$ cat src/rtl/div_pkg.sv
// Shared definitions for the sequential divider: FSM encoding and the
// legal parameter ranges checked at elaboration time.
package div_pkg;

    localparam int WIDTH_MIN = 4;
    localparam int WIDTH_MAX = 32;
    localparam int FRAC_MIN  = 0;

    typedef enum logic [2:0] {
        S_IDLE = 3'd0,
        S_LOAD = 3'd1,
        S_CALC = 3'd2,
        S_FIX  = 3'd3,
        S_DONE = 3'd4
    } div_state_t;

    // Largest fractional extension allowed for a given operand width.
    function automatic int frac_max(input int width);
        return width - 1;
    endfunction

endpackage

$ cat src/rtl/seq_div_dp.sv
// Restoring-division datapath: a partial-remainder register and a combined
// dividend/quotient shift register. Each step shifts one dividend bit into
// the remainder, trial-subtracts the divisor and shifts the quotient bit in.
module seq_div_dp #(
    parameter int WIDTH = 8,
    parameter int N     = 8
) (
    input  logic             clk,
    input  logic             rst,
    input  logic             load,
    input  logic             step,
    input  logic [N-1:0]     dvd,
    input  logic [WIDTH-1:0] dvs,
    output logic [N-1:0]     quot,
    output logic [WIDTH-1:0] rem
);

    logic [N-1:0]     dq_q, dq_d;
    logic [WIDTH-1:0] rem_q, rem_d;
    logic [WIDTH-1:0] dvs_q;
    logic [WIDTH:0]   shifted;
    logic [WIDTH+1:0] diff;
    logic             borrow;
    logic             unused_dp_bits;

    // Next-state for one restoring step, or a fresh load of the operands.
    always_comb begin
        shifted = {rem_q, dq_q[N-1]};
        diff    = {1'b0, shifted} - {2'b00, dvs_q};
        borrow  = diff[WIDTH+1];
        rem_d   = rem_q;
        dq_d    = dq_q;
        if (load) begin
            rem_d = '0;
            dq_d  = dvd;
        end else if (step) begin
            // Remainder stays below the divisor, so WIDTH bits always suffice.
            rem_d = borrow ? shifted[WIDTH-1:0] : diff[WIDTH-1:0];
            dq_d  = {dq_q[N-2:0], ~borrow};
        end
    end

    // The top bits are provably zero after selection and are not stored.
    assign unused_dp_bits = ^{shifted[WIDTH], diff[WIDTH]};

    // Register the remainder, dividend/quotient and the latched divisor.
    always_ff @(posedge clk) begin
        if (rst) begin
            rem_q <= '0;
            dq_q  <= '0;
            dvs_q <= '0;
        end else begin
            rem_q <= rem_d;
            dq_q  <= dq_d;
            if (load) begin
                dvs_q <= dvs;
            end
        end
    end

    assign quot = dq_q;
    assign rem  = rem_q;

endmodule

$ cat src/rtl/seq_divider.sv
// Sequential signed/unsigned divider with optional fractional quotient bits.
// Handshake: start is accepted only while idle (busy low); results appear with
// a one-cycle valid pulse and q/r/dvz/ovf hold until the next operation.
module seq_divider
    import div_pkg::*;
#(
    parameter int WIDTH = 8,
    parameter int FRAC  = 0
) (
    input  logic             clk,
    input  logic             rst,
    input  logic             start,
    input  logic             sgn,
    input  logic [WIDTH-1:0] a,
    input  logic [WIDTH-1:0] b,
    output logic             busy,
    output logic             valid,
    output logic [WIDTH-1:0] q,
    output logic [WIDTH-1:0] r,
    output logic             dvz,
    output logic             ovf,
    output logic [2:0]       state_dbg
);

    localparam int N  = WIDTH + FRAC;
    localparam int CW = $clog2(N + 1);
    localparam logic [N-1:0] ONE    = 1;
    localparam logic [N-1:0] LIM_U  = (ONE << WIDTH) - ONE;
    localparam logic [N-1:0] LIM_SP = (ONE << (WIDTH - 1)) - ONE;
    localparam logic [N-1:0] LIM_SN = ONE << (WIDTH - 1);

    if (WIDTH < WIDTH_MIN || WIDTH > WIDTH_MAX ||
        FRAC < FRAC_MIN || FRAC > frac_max(WIDTH)) begin : g_bad_params
        $error("seq_divider: WIDTH/FRAC outside legal range");
    end

    div_state_t       state_q;
    logic [WIDTH-1:0] a_q, b_q;
    logic             sgn_q;
    logic             qneg_q, rneg_q;
    logic [CW-1:0]    cnt_q;
    logic             busy_q, valid_q;
    logic [WIDTH-1:0] q_q, r_q;
    logic             dvz_q, ovf_q;

    logic [WIDTH-1:0] mag_a, mag_b;
    logic [N-1:0]     dvd_ext;
    logic [N-1:0]     dp_quot;
    logic [WIDTH-1:0] dp_rem;
    logic [N-1:0]     q_signed;
    logic [WIDTH-1:0] r_signed;
    logic             ovf_d;
    logic             unused_q_hi;

    // Operand magnitudes and the dividend widened and shifted by FRAC.
    always_comb begin
        mag_a   = (sgn_q && a_q[WIDTH-1]) ? -a_q : a_q;
        mag_b   = (sgn_q && b_q[WIDTH-1]) ? -b_q : b_q;
        dvd_ext = '0;
        dvd_ext[WIDTH-1:0] = mag_a;
        dvd_ext = dvd_ext << FRAC;
    end

    seq_div_dp #(
        .WIDTH(WIDTH),
        .N    (N)
    ) u_dp (
        .clk (clk),
        .rst (rst),
        .load(state_q == S_LOAD),
        .step(state_q == S_CALC),
        .dvd (dvd_ext),
        .dvs (mag_b),
        .quot(dp_quot),
        .rem (dp_rem)
    );

    // Sign restoration and range check of the magnitude quotient.
    always_comb begin
        q_signed = qneg_q ? -dp_quot : dp_quot;
        r_signed = rneg_q ? -dp_rem : dp_rem;
        if (!sgn_q) begin
            ovf_d = dp_quot > LIM_U;
        end else if (qneg_q) begin
            ovf_d = dp_quot > LIM_SN;
        end else begin
            ovf_d = dp_quot > LIM_SP;
        end
    end

    // Only the low WIDTH bits of the signed quotient are reported.
    assign unused_q_hi = ^q_signed;

    // Control FSM with registered status and result outputs.
    always_ff @(posedge clk) begin
        if (rst) begin
            state_q <= S_IDLE;
            a_q     <= '0;
            b_q     <= '0;
            sgn_q   <= 1'b0;
            qneg_q  <= 1'b0;
            rneg_q  <= 1'b0;
            cnt_q   <= '0;
            busy_q  <= 1'b0;
            valid_q <= 1'b0;
            q_q     <= '0;
            r_q     <= '0;
            dvz_q   <= 1'b0;
            ovf_q   <= 1'b0;
        end else begin
            valid_q <= 1'b0;
            case (state_q)
                S_IDLE: begin
                    if (start) begin
                        a_q     <= a;
                        b_q     <= b;
                        sgn_q   <= sgn;
                        dvz_q   <= 1'b0;
                        ovf_q   <= 1'b0;
                        busy_q  <= 1'b1;
                        state_q <= S_LOAD;
                    end
                end
                S_LOAD: begin
                    qneg_q <= sgn_q & (a_q[WIDTH-1] ^ b_q[WIDTH-1]);
                    rneg_q <= sgn_q & a_q[WIDTH-1];
                    cnt_q  <= CW'(N);
                    if (b_q == '0) begin
                        dvz_q   <= 1'b1;
                        q_q     <= '1;
                        r_q     <= a_q;
                        ovf_q   <= 1'b0;
                        valid_q <= 1'b1;
                        state_q <= S_DONE;
                    end else begin
                        state_q <= S_CALC;
                    end
                end
                S_CALC: begin
                    cnt_q <= cnt_q - CW'(1);
                    if (cnt_q == CW'(1)) begin
                        state_q <= S_FIX;
                    end
                end
                S_FIX: begin
                    q_q     <= q_signed[WIDTH-1:0];
                    r_q     <= r_signed;
                    ovf_q   <= ovf_d;
                    valid_q <= 1'b1;
                    state_q <= S_DONE;
                end
                S_DONE: begin
                    busy_q  <= 1'b0;
                    state_q <= S_IDLE;
                end
                default: begin
                    busy_q  <= 1'b0;
                    state_q <= S_IDLE;
                end
            endcase
        end
    end

    assign busy      = busy_q;
    assign valid     = valid_q;
    assign q         = q_q;
    assign r         = r_q;
    assign dvz       = dvz_q;
    assign ovf       = ovf_q;
    assign state_dbg = state_q;

endmodule

$ cat config.mk
export PLATFORM = sky130hd
export DESIGN_NAME = seq_divider
export DESIGN_NICKNAME = d
export VERILOG_FILES = /design/src/rtl/div_pkg.sv /design/src/rtl/seq_div_dp.sv /design/src/rtl/seq_divider.sv
export SDC_FILE = /design/constraint.sdc
export NUM_CORES = 1
export LEC_CHECK = 0
export CAP_MARGIN = 5
export CORE_ASPECT_RATIO = 1.4
export CORE_MARGIN = 2
export CORE_UTILIZATION = 55
export DETAILED_ROUTE_END_ITERATION = 8
export GPL_TIMING_DRIVEN = 0
export PLACE_DENSITY = 0.88
export SETUP_SLACK_MARGIN = 0.2
export SYNTH_ARGS = -nofsm -noshare
export SYNTH_HDL_FRONTEND = slang
export SYNTH_HIERARCHICAL = 1
export SYNTH_SLANG_ARGS = --single-unit
export TNS_END_PERCENT = 100
$ cat constraint.sdc
create_clock -name clk -period 2.7 [get_ports clk]
set_input_delay 0.27 -clock clk [delete_from_list [all_inputs] [get_ports clk]]
set_output_delay 0.27 -clock clk [all_outputs]
set_load 0.05 [all_outputs]
# --- After elaboration in Yosys (flattened, before gate mapping) ---
# Index checks and enable logic that the tools add are counted.
word_totals:
  reg_bits: 70
  in_bits: 20
  output_inout_bits: 23
  wordCells: 80
classes:
  add_sub_neg: 6
  magnitude_cmp: 3
  n_eq_ne: 7
  muxes: 27
  n_bitwise: 5
  reduce_logical: 16
op_table:
  columns: ["operator", "count"]
  rows:
  - ["two-way mux 8 bit", 9]
  - ["negator 8 bit", 4]
  - ["case mux 8 bit (2 select lines)", 2]
  - ["greater-than comparator 8 bit (second input constant)", 2]
  - ["case mux 3 bit (4 select lines)", 1]
  - ["subtractor 9 x 8 -> 10 bit", 1]
  - ["two-way mux 3 bit", 3]
  - ["greater-than comparator 8 x 7 -> 1 bit (second input constant)", 1]
  - ["zero test 8 bit", 1]
  - ["case mux 4 bit (2 select lines)", 1]
  - ["AND reduction 2 bit", 4]
  - ["two-way mux 1 bit", 7]
  - ["equality test 3 x 2 -> 1 bit (second input constant)", 2]
  - ["!= test 2 bit (second input constant)", 3]
  - ["case mux 1 bit (2 select lines)", 3]
  - ["AND reduction 3 bit", 2]
  - ["nonzero test 2 bit", 3]
  - ["equality test 4 x 1 -> 1 bit (second input constant)", 1]
  - ["subtractor 4 x 1 -> 4 bit (second input constant)", 1]
  - ["equality test 3 x 1 -> 1 bit (second input constant)", 1]
  - ["zero test 3 bit", 1]
  - ["case mux 1 bit (3 select lines)", 1]
  - ["nonzero test 3 bit", 1]
  - ["OR reduction 3 bit", 1]
  - ["other kinds (5)", 8]

# --- Longest topological paths before layout ---
# Gate-level depths: netlist (run 1).
depth:
  depth_word: 4
  mapped_depth: 9
  ltp_nobuf: 9

# --- Hierarchy ---
# Netlist (run 1), hierarchy kept.
by_module_without_submodules:
  columns: ["module", "instances", "cells_each", "area_each_um2", "seq_area_each_um2"]
  rows:
  - ["seq_divider", 1, 299, 2509.9, 920.9]
  - ["seq_div_dp", 1, 168, 1410.1, 480.5]

# --- Worst setup path before layout (run 1) ---
# OpenSTA, ideal clock, no wires.
synth_path:
  path_type: "reg2reg"
  startpoint: "reg state_q[1], in the netlist state_dbg[1]"
  endpoint: "reg u_dp.dq_q[6], in the netlist u_dp/quot[6]"
  setup_time_ps: 128
  arrival_ps: 2242
  required_time_ps: 2572
  slack_ps: 330
  stages_incl_launch_ff: 8
  n_path_buf: 2
  period_less_slack_ps: 2370
  cell_sequence: "dfxtp_1 nor3b_2 clkbuf_1 clkbuf_1 mux2i_1 nor2_1 a21oi_1 nor2_1"
synth_between:
  elab_chain_len: 2
  elab_cells_between_ends: 4
  classes_between: "eq/ne: 2; mux: 1; reduce/logical: 1"
synth_lines:
  columns: ["element", "line", "source"]
  rows:
  - ["start, declared", "seq_divider.sv:37", "div_state_t state_q;"]
  - ["start signal, assigned", "seq_divider.sv:97", "state_q <= S_IDLE;"]
  - ["start signal, assigned", "seq_divider.sv:121", "state_q <= S_LOAD;"]
  - ["start signal, assigned", "seq_divider.sv:134", "state_q <= S_DONE;"]
  - ["equality test 3 x 1 -> 1 bit or equality test 3 x 2 -> 1 bit (tied branches)", "seq_divider.sv:70, seq_divider.sv:71", null]
  - ["two-way mux 8 bit or nonzero test 2 bit (tied branches)", null, null]
  - ["end signal, assigned", "seq_div_dp.sv:54", "dq_q <= dq_d;"]
  - ["end, declared", "seq_div_dp.sv:18", "logic [N-1:0] dq_q, dq_d;"]
# Parallel ways exist; a longest one is shown, timed or not.
# A chain may end at the register's enable or synchronous reset.

# --- Final worst setup path (run 1) ---
layout_path:
  startpoint: "reg state_q[2], in the netlist state_dbg[2]"
  endpoint: "reg u_dp.dvs_q[6]"
layout_between:
  elab_chain_len: 1
layout_lines:
  columns: ["element", "line", "source"]
  rows:
  - ["equality test 3 x 1 -> 1 bit", "seq_divider.sv:70", ".load(state_q == S_LOAD),"]
  - ["end signal, assigned", "seq_div_dp.sv:56", "dvs_q <= dvs;"]
  - ["end, declared", "seq_div_dp.sv:20", "logic [WIDTH-1:0] dvs_q;"]
# No other way between the ends.

==> results of run 1 <==
-- where the power goes --
group | total (mW) | internal, mW | leakage, nW | switching [mW]
registers | 1.18 | 1.10 | 0.569 | 0.0813
logic | 0.788 | 0.320 | 1.07 | 0.468
clock network | 0.833 | 0.444 | 0.0952 | 0.389
total | 2.80 | 1.86 | 1.73 | 0.938
-- sequential cells by signal, indices dropped and copies added, names as in the netlist --
signal,flops
busy,1
r,8
u_dp/quot,8
dvz,1
u_dp/rem,8
a_q,8
b_q,8
cnt_q,4
q,8
qneg_q,1
rneg_q,1
u_dp/dvs_q,8
valid,1
sgn_q,1
state_dbg,3
ovf,1
-- layout make-up --
| type | instances | area share, % |
|---|---|---|
| multi-input combinational | 339 | 48.4 |
| sequential | 70 | 30.1 |
| timing repair buffer | 42 | 9.03 |
| buffer | 27 | 3.36 |
| clock buffer | 11 | 3.04 |
| tap | 95 | 2.55 |
| inverter | 31 | 2.50 |
| clock inverter | 4 | 1.02 |
-- critical path, stage by stage, from the launching register on --
cell and delay, ns:
dfxtp_1 0.32, buf_6 0.14, or3b_4 0.44, inv_2 0.07, buf_6 0.14, clkbuf_1 0.29
clkbuf_1 0.46, mux2i_1 0.25, nor2_1 0.06
-- metrics by stage --
step,hold WS (ns),utilization [%],worst slack (ns),std cells
after floorplan,0.406,-,0.330,467
after global placement,0.442,64.3,0.297,604
after detailed placement,0.448,64.3,0.207,604
after CTS,0.457,67.0,0.299,619
after global routing,0.477,67.1,0.237,619
final,0.458,67.1,0.380,619
-- layer usage --
metal | share of wire, % | wire length (µm) | vias up
met1 | 37 | 3720 | 1678
met5 | 0 | 0 | -
met2 | 54 | 5370 | 134
met4 | 4.6 | 455 | 0
li1 | - | - | 1731
met3 | 4.3 | 434 | 40
-- cells in the final DEF, fill, tap and decap left out, drive strengths merged, types with 3 or more instances in the layout --
cell and n:
a21oi 48, mux2 3, o221ai 3, nor3b 5, xnor2 7, o31ai 4, or3 3, nand2 53
o21ai 10, nor2b 3, ha 14, mux2i 18, a211oi 4, inv 31, nand4b 4, a221oi 5
dfxtp 70, nand3 4, nor3 22, a21boi 3, nor4 3, nand2b 9, nor2 52, xor2 21
clkdlybuf4s50 42, clkbuf 29, buf 9, nand3b 5, a31oi 5, a2111oi 3
-- kinds of logic after synthesis --
logic type	share of synthesized area (%)
simple gates	22.0
flops	35.7
mux	5.46
compound gates	18.7
buf+inv	6.89
xor+xnor	6.26
fa+ha+maj	4.98
-- repair_timing --
action,in CTS,in global routing
setup endpoints to repair,1,11
gates cloned,0,0
pin swaps,0,0
gates resized for setup,1,2
-- final timing paths --
path | depth (start not counted) | end | slack, ns | from
setup / recovery | 8 | u_dp/dvs_q[6] | 0.38 | state_dbg[2]
hold / removal | 2 | r[1] | 0.46 | r[1]
setup reg to reg | 8 | u_dp/dvs_q[6] | 0.38 | state_dbg[2]
hold reg to reg | 2 | r[1] | 0.46 | r[1]
==> results.toml, run 1 <==
[outcome]
status = "finished, final reports clean"

[clocking]
clk_path_buf_depth = 2
clk_latency_ns = 0.35
htree_levels = 3
numCtsBuffers = 9
ctsHoldBuffers = 0
cts.sinks = 70
postCtsSetupBuffers = 0
cts_root_buffer = "clkbuf_8"
tritoncts = "built"
path_clk_slew_ns = 0.07

[global_routing]
antenna_found_initial = 0
grt_util_met2_pct = 46.8
met1_usage_pct = 26.9
grt_pass1_wl_um = 16000
grt_overflow_total = 0
use_met3_pct = 6.30
grt_max_degree = 12
busiest_layer = "met2"
grtUsageTotal_pct = 26.3
first_global_vias = 3568

[worst_setup_path]
worst_ep_arrival_time_ns = 2.53
crit_path_end_kind = "flip-flop"
start_kind = "flip-flop"
crit_fanout = 10
path_class = "reg -> reg"
required_ns = 2.91

[floorplanning]
ios = 43
coreArea_um2 = 6940
start_util_pct = 56.5
die_w_um = 75.4
rows = 36
die_y_um = 104
die_area_um2 = 7830

[sta]
hold_viol_final = 0
maxSlewViolCount = 0
fmax_mhz = 431
tightest_slew_ns = 0.664
max-slew-margin-rel_pct = 55.7
finalCriticalPeriod_ns = 2.32
min_period_over_period_pct = 85.9
setup_viol = 0
clock_skew_ns = 0.00752
totalNegativeSetupSlack_ns = 0
rsz0062_at_grt = "no"

[finish]
diodes = 0
syn_to_final_growth_pct = 18.8
multi_input_area_um2 = 2250
nets = 555
layout-drive-gt1-share_pct = 9.54
num-fill-cells = 553
postLayoutCellArea_um2 = 4660
seqCellArea_um2 = 1400

[logic_synthesis]
synth_area_um2 = 3920
post-synth-top-count-cell = "dfxtp_1"
synthArstFlopShare_pct = 0
synth_edf_count = 0
yosysSeqAreaShare_pct = 35.7
synth_cells = 467
synth.area.top_cells = "dfxtp_1 (36%), a21oi_1 (6.0%), nand2_1 (5.0%)"
syn_nets = 502
synth.distinct_cells = 64
ys_seq_elements = 70
yosys_warnings = 6
avgSynthCellArea_um2 = 8.39
yosysTopAreaCell = "dfxtp_1"
synthTopCellsByCount = "dfxtp_1 (70), nand2_1 (52), nor2_1 (52), a21oi_1 (47), inv_1 (30)"
yosysTopAreaCellShare_pct = 35.7
ys.flop_type = "dfxtp_1"

[place]
globalplace.congestion = 0.966
hpwl_um = 7500
portBuffers = 42
dpl_cell_area_um2 = 4460

[detailed_routing]
drc = 0
totalWireLength_um = 9980
wire_per_inst_um = 16.1
dr.pass1.iters = 5
vias = 3583
routed_via_density = 5.79
drt_iter0_drc = 241
ant_nets = 0

[pwr]
p_total_mw = 2.80
p_per_area_nw_per_um2 = 602
peakVddDrop_mv = 0.227
p_leak_nw = 1.73

[min_path]
hold_path.class = "reg -> reg"

[run]
cap_violations = 0
No activity file was read; power rests on OpenSTA's default activity.
==> run 2, diff against run 1 <==
Settings changed: ABC_CLOCK_PERIOD_IN_PS set to 2700, CORE_UTILIZATION 55 to 43, HOLD_SLACK_MARGIN set to 0.15, PLACE_DENSITY 0.88 to 0.74.
==> run 2 against run 1 <==
Clock skew fell by 0.0025 ns. Fmax fell by 1.4%. Largest cell class unchanged. Utilization fell by 14 points. First-iteration DRC count fell by 28%.
==> results.toml, run 2 (synthesis results as in run 1) <==
[clocking]
clk_latency_ns = 0.34
cts.sinks = 70
cts_root_buffer = "clkbuf_16"
clk_path_buf_depth = 2
postCtsSetupBuffers = 0
ctsHoldBuffers = 0
tritoncts = "built"
ctsResizeCount = 0
htree_levels = 3
path_clk_slew_ns = 0.06
numCtsBuffers = 9

[worst_setup_path]
crit_path_start = "state_dbg[2]"
worst_ep_arrival_time_ns = 2.57
crit_fanout = 10
worstReg2RegStart = "state_dbg[2]"
crit_path_end_kind = "flip-flop"
start_kind = "flip-flop"
required_ns = 2.91
path_class = "reg -> reg"

[global_routing]
grt_max_degree = 12
antenna_found_initial = 0
first_global_vias = 3374
grtUsageTotal_pct = 20.3
grt_overflow_total = 0
grt_pass1_wl_um = 15600

[sta]
tightest_slew_ns = 0.659
totalNegativeSetupSlack_ns = 0
setup_viol = 0
clock_skew_ns = 0.00506
min_period_over_period_pct = 87.2
hold_viol_final = 0
max-slew-margin-rel_pct = 56.1
rsz0062_at_grt = "no"
finalCriticalPeriod_ns = 2.35
maxSlewViolCount = 0
fmax_mhz = 425
hold_ws_ns = 0.456

[floorplanning]
die_area_um2 = 9910
coreArea_um2 = 8930
start_util_pct = 43.9
rows = 41
ios = 43
die_w_um = 84.7
die_y_um = 117

[finish]
utilization_pct = 53.2
diodes = 0
syn_to_final_growth_pct = 21.2
layout-drive-gt1-share_pct = 9.33
final_cell_mix = "dfxtp_1 (70), nand2_1 (52), nor2_1 (52)"
final_common_cell = "dfxtp_1"
nets = 555

[pwr]
p_leak_nw = 1.76
p_per_area_nw_per_um2 = 640
peakVddDrop_mv = 0.493

[detailed_routing]
wire_per_inst_um = 15.3
dr.pass1.iters = 4
vias = 3477
drt_iter0_drc = 174
ant_nets = 0
drc = 0
routed_via_density = 5.50
totalWireLength_um = 9640

[place]
globalplace.congestion = 0.901
hpwl_um = 7430
portBuffers = 42

[min_path]
hold_path.class = "reg -> reg"
hp-start = "r[2]"

[run]
cap_violations = 0

[outcome]
status = "finished, final reports clean"
[run 2: cell count changes in the layout (fill, tap and decap cells not counted), sizes merged]
cell and delta:
bufinv -1, clkbuf +1, clkinv +1
[run 2: metrics by stage]
stage	worst slack, ns	cell area (µm²)	std cells	total power, mW
floorplan	0.330	3920	467	1.76
global placement	0.272	4470	616	1.96
detailed placement	0.264	4470	616	1.98
CTS	0.251	4740	632	3.05
global route	0.227	4750	632	3.17
finish	0.346	4750	632	3.04
[run 2: path summary, 6_finish.rpt]
path                        end  slack, ns  depth (start not counted)
setup reg to reg  u_dp/dvs_q[6]       0.35                          8
hold / removal             r[2]       0.46                          2
setup / recovery  u_dp/dvs_q[6]       0.35                          8
hold reg to reg            r[2]       0.46                          2
[run 2: critical path, cell delays in order (launching register included)]
cell and delay [ns]:
dfxtp_1 0.32, buf_6 0.14, or3b_4 0.44, inv_2 0.08, buf_6 0.14, clkbuf_1 0.30, clkbuf_1 0.48, mux2i_1 0.27
nor2_1 0.05
[run 2: cell type report]
class	instances	area (µm²)
well taps	107	134
multi-input cells	339	2250
flip-flops and latches	70	1400
inverters	31	116
repair buffers	42	420
plain buffers	27	155
clock buffers	12	246
fillers	846	4180
clock inverters	4	22.5
[run 2: where the power goes]
group          internal [mW]  switching (mW)
clock network          0.641           0.432
logic                  0.319           0.464
registers               1.10          0.0797
[run 2: metal layers]
layer	up-vias	share of wire, %	routed length [µm]	GRT usage [%]
li1	1732	-	-	-
met1	1651	41	3920	21.0
met2	65	52	5050	37.4
met3	29	3.1	296	3.72
met4	0	3.9	378	13.4
met5	-	0	0	0
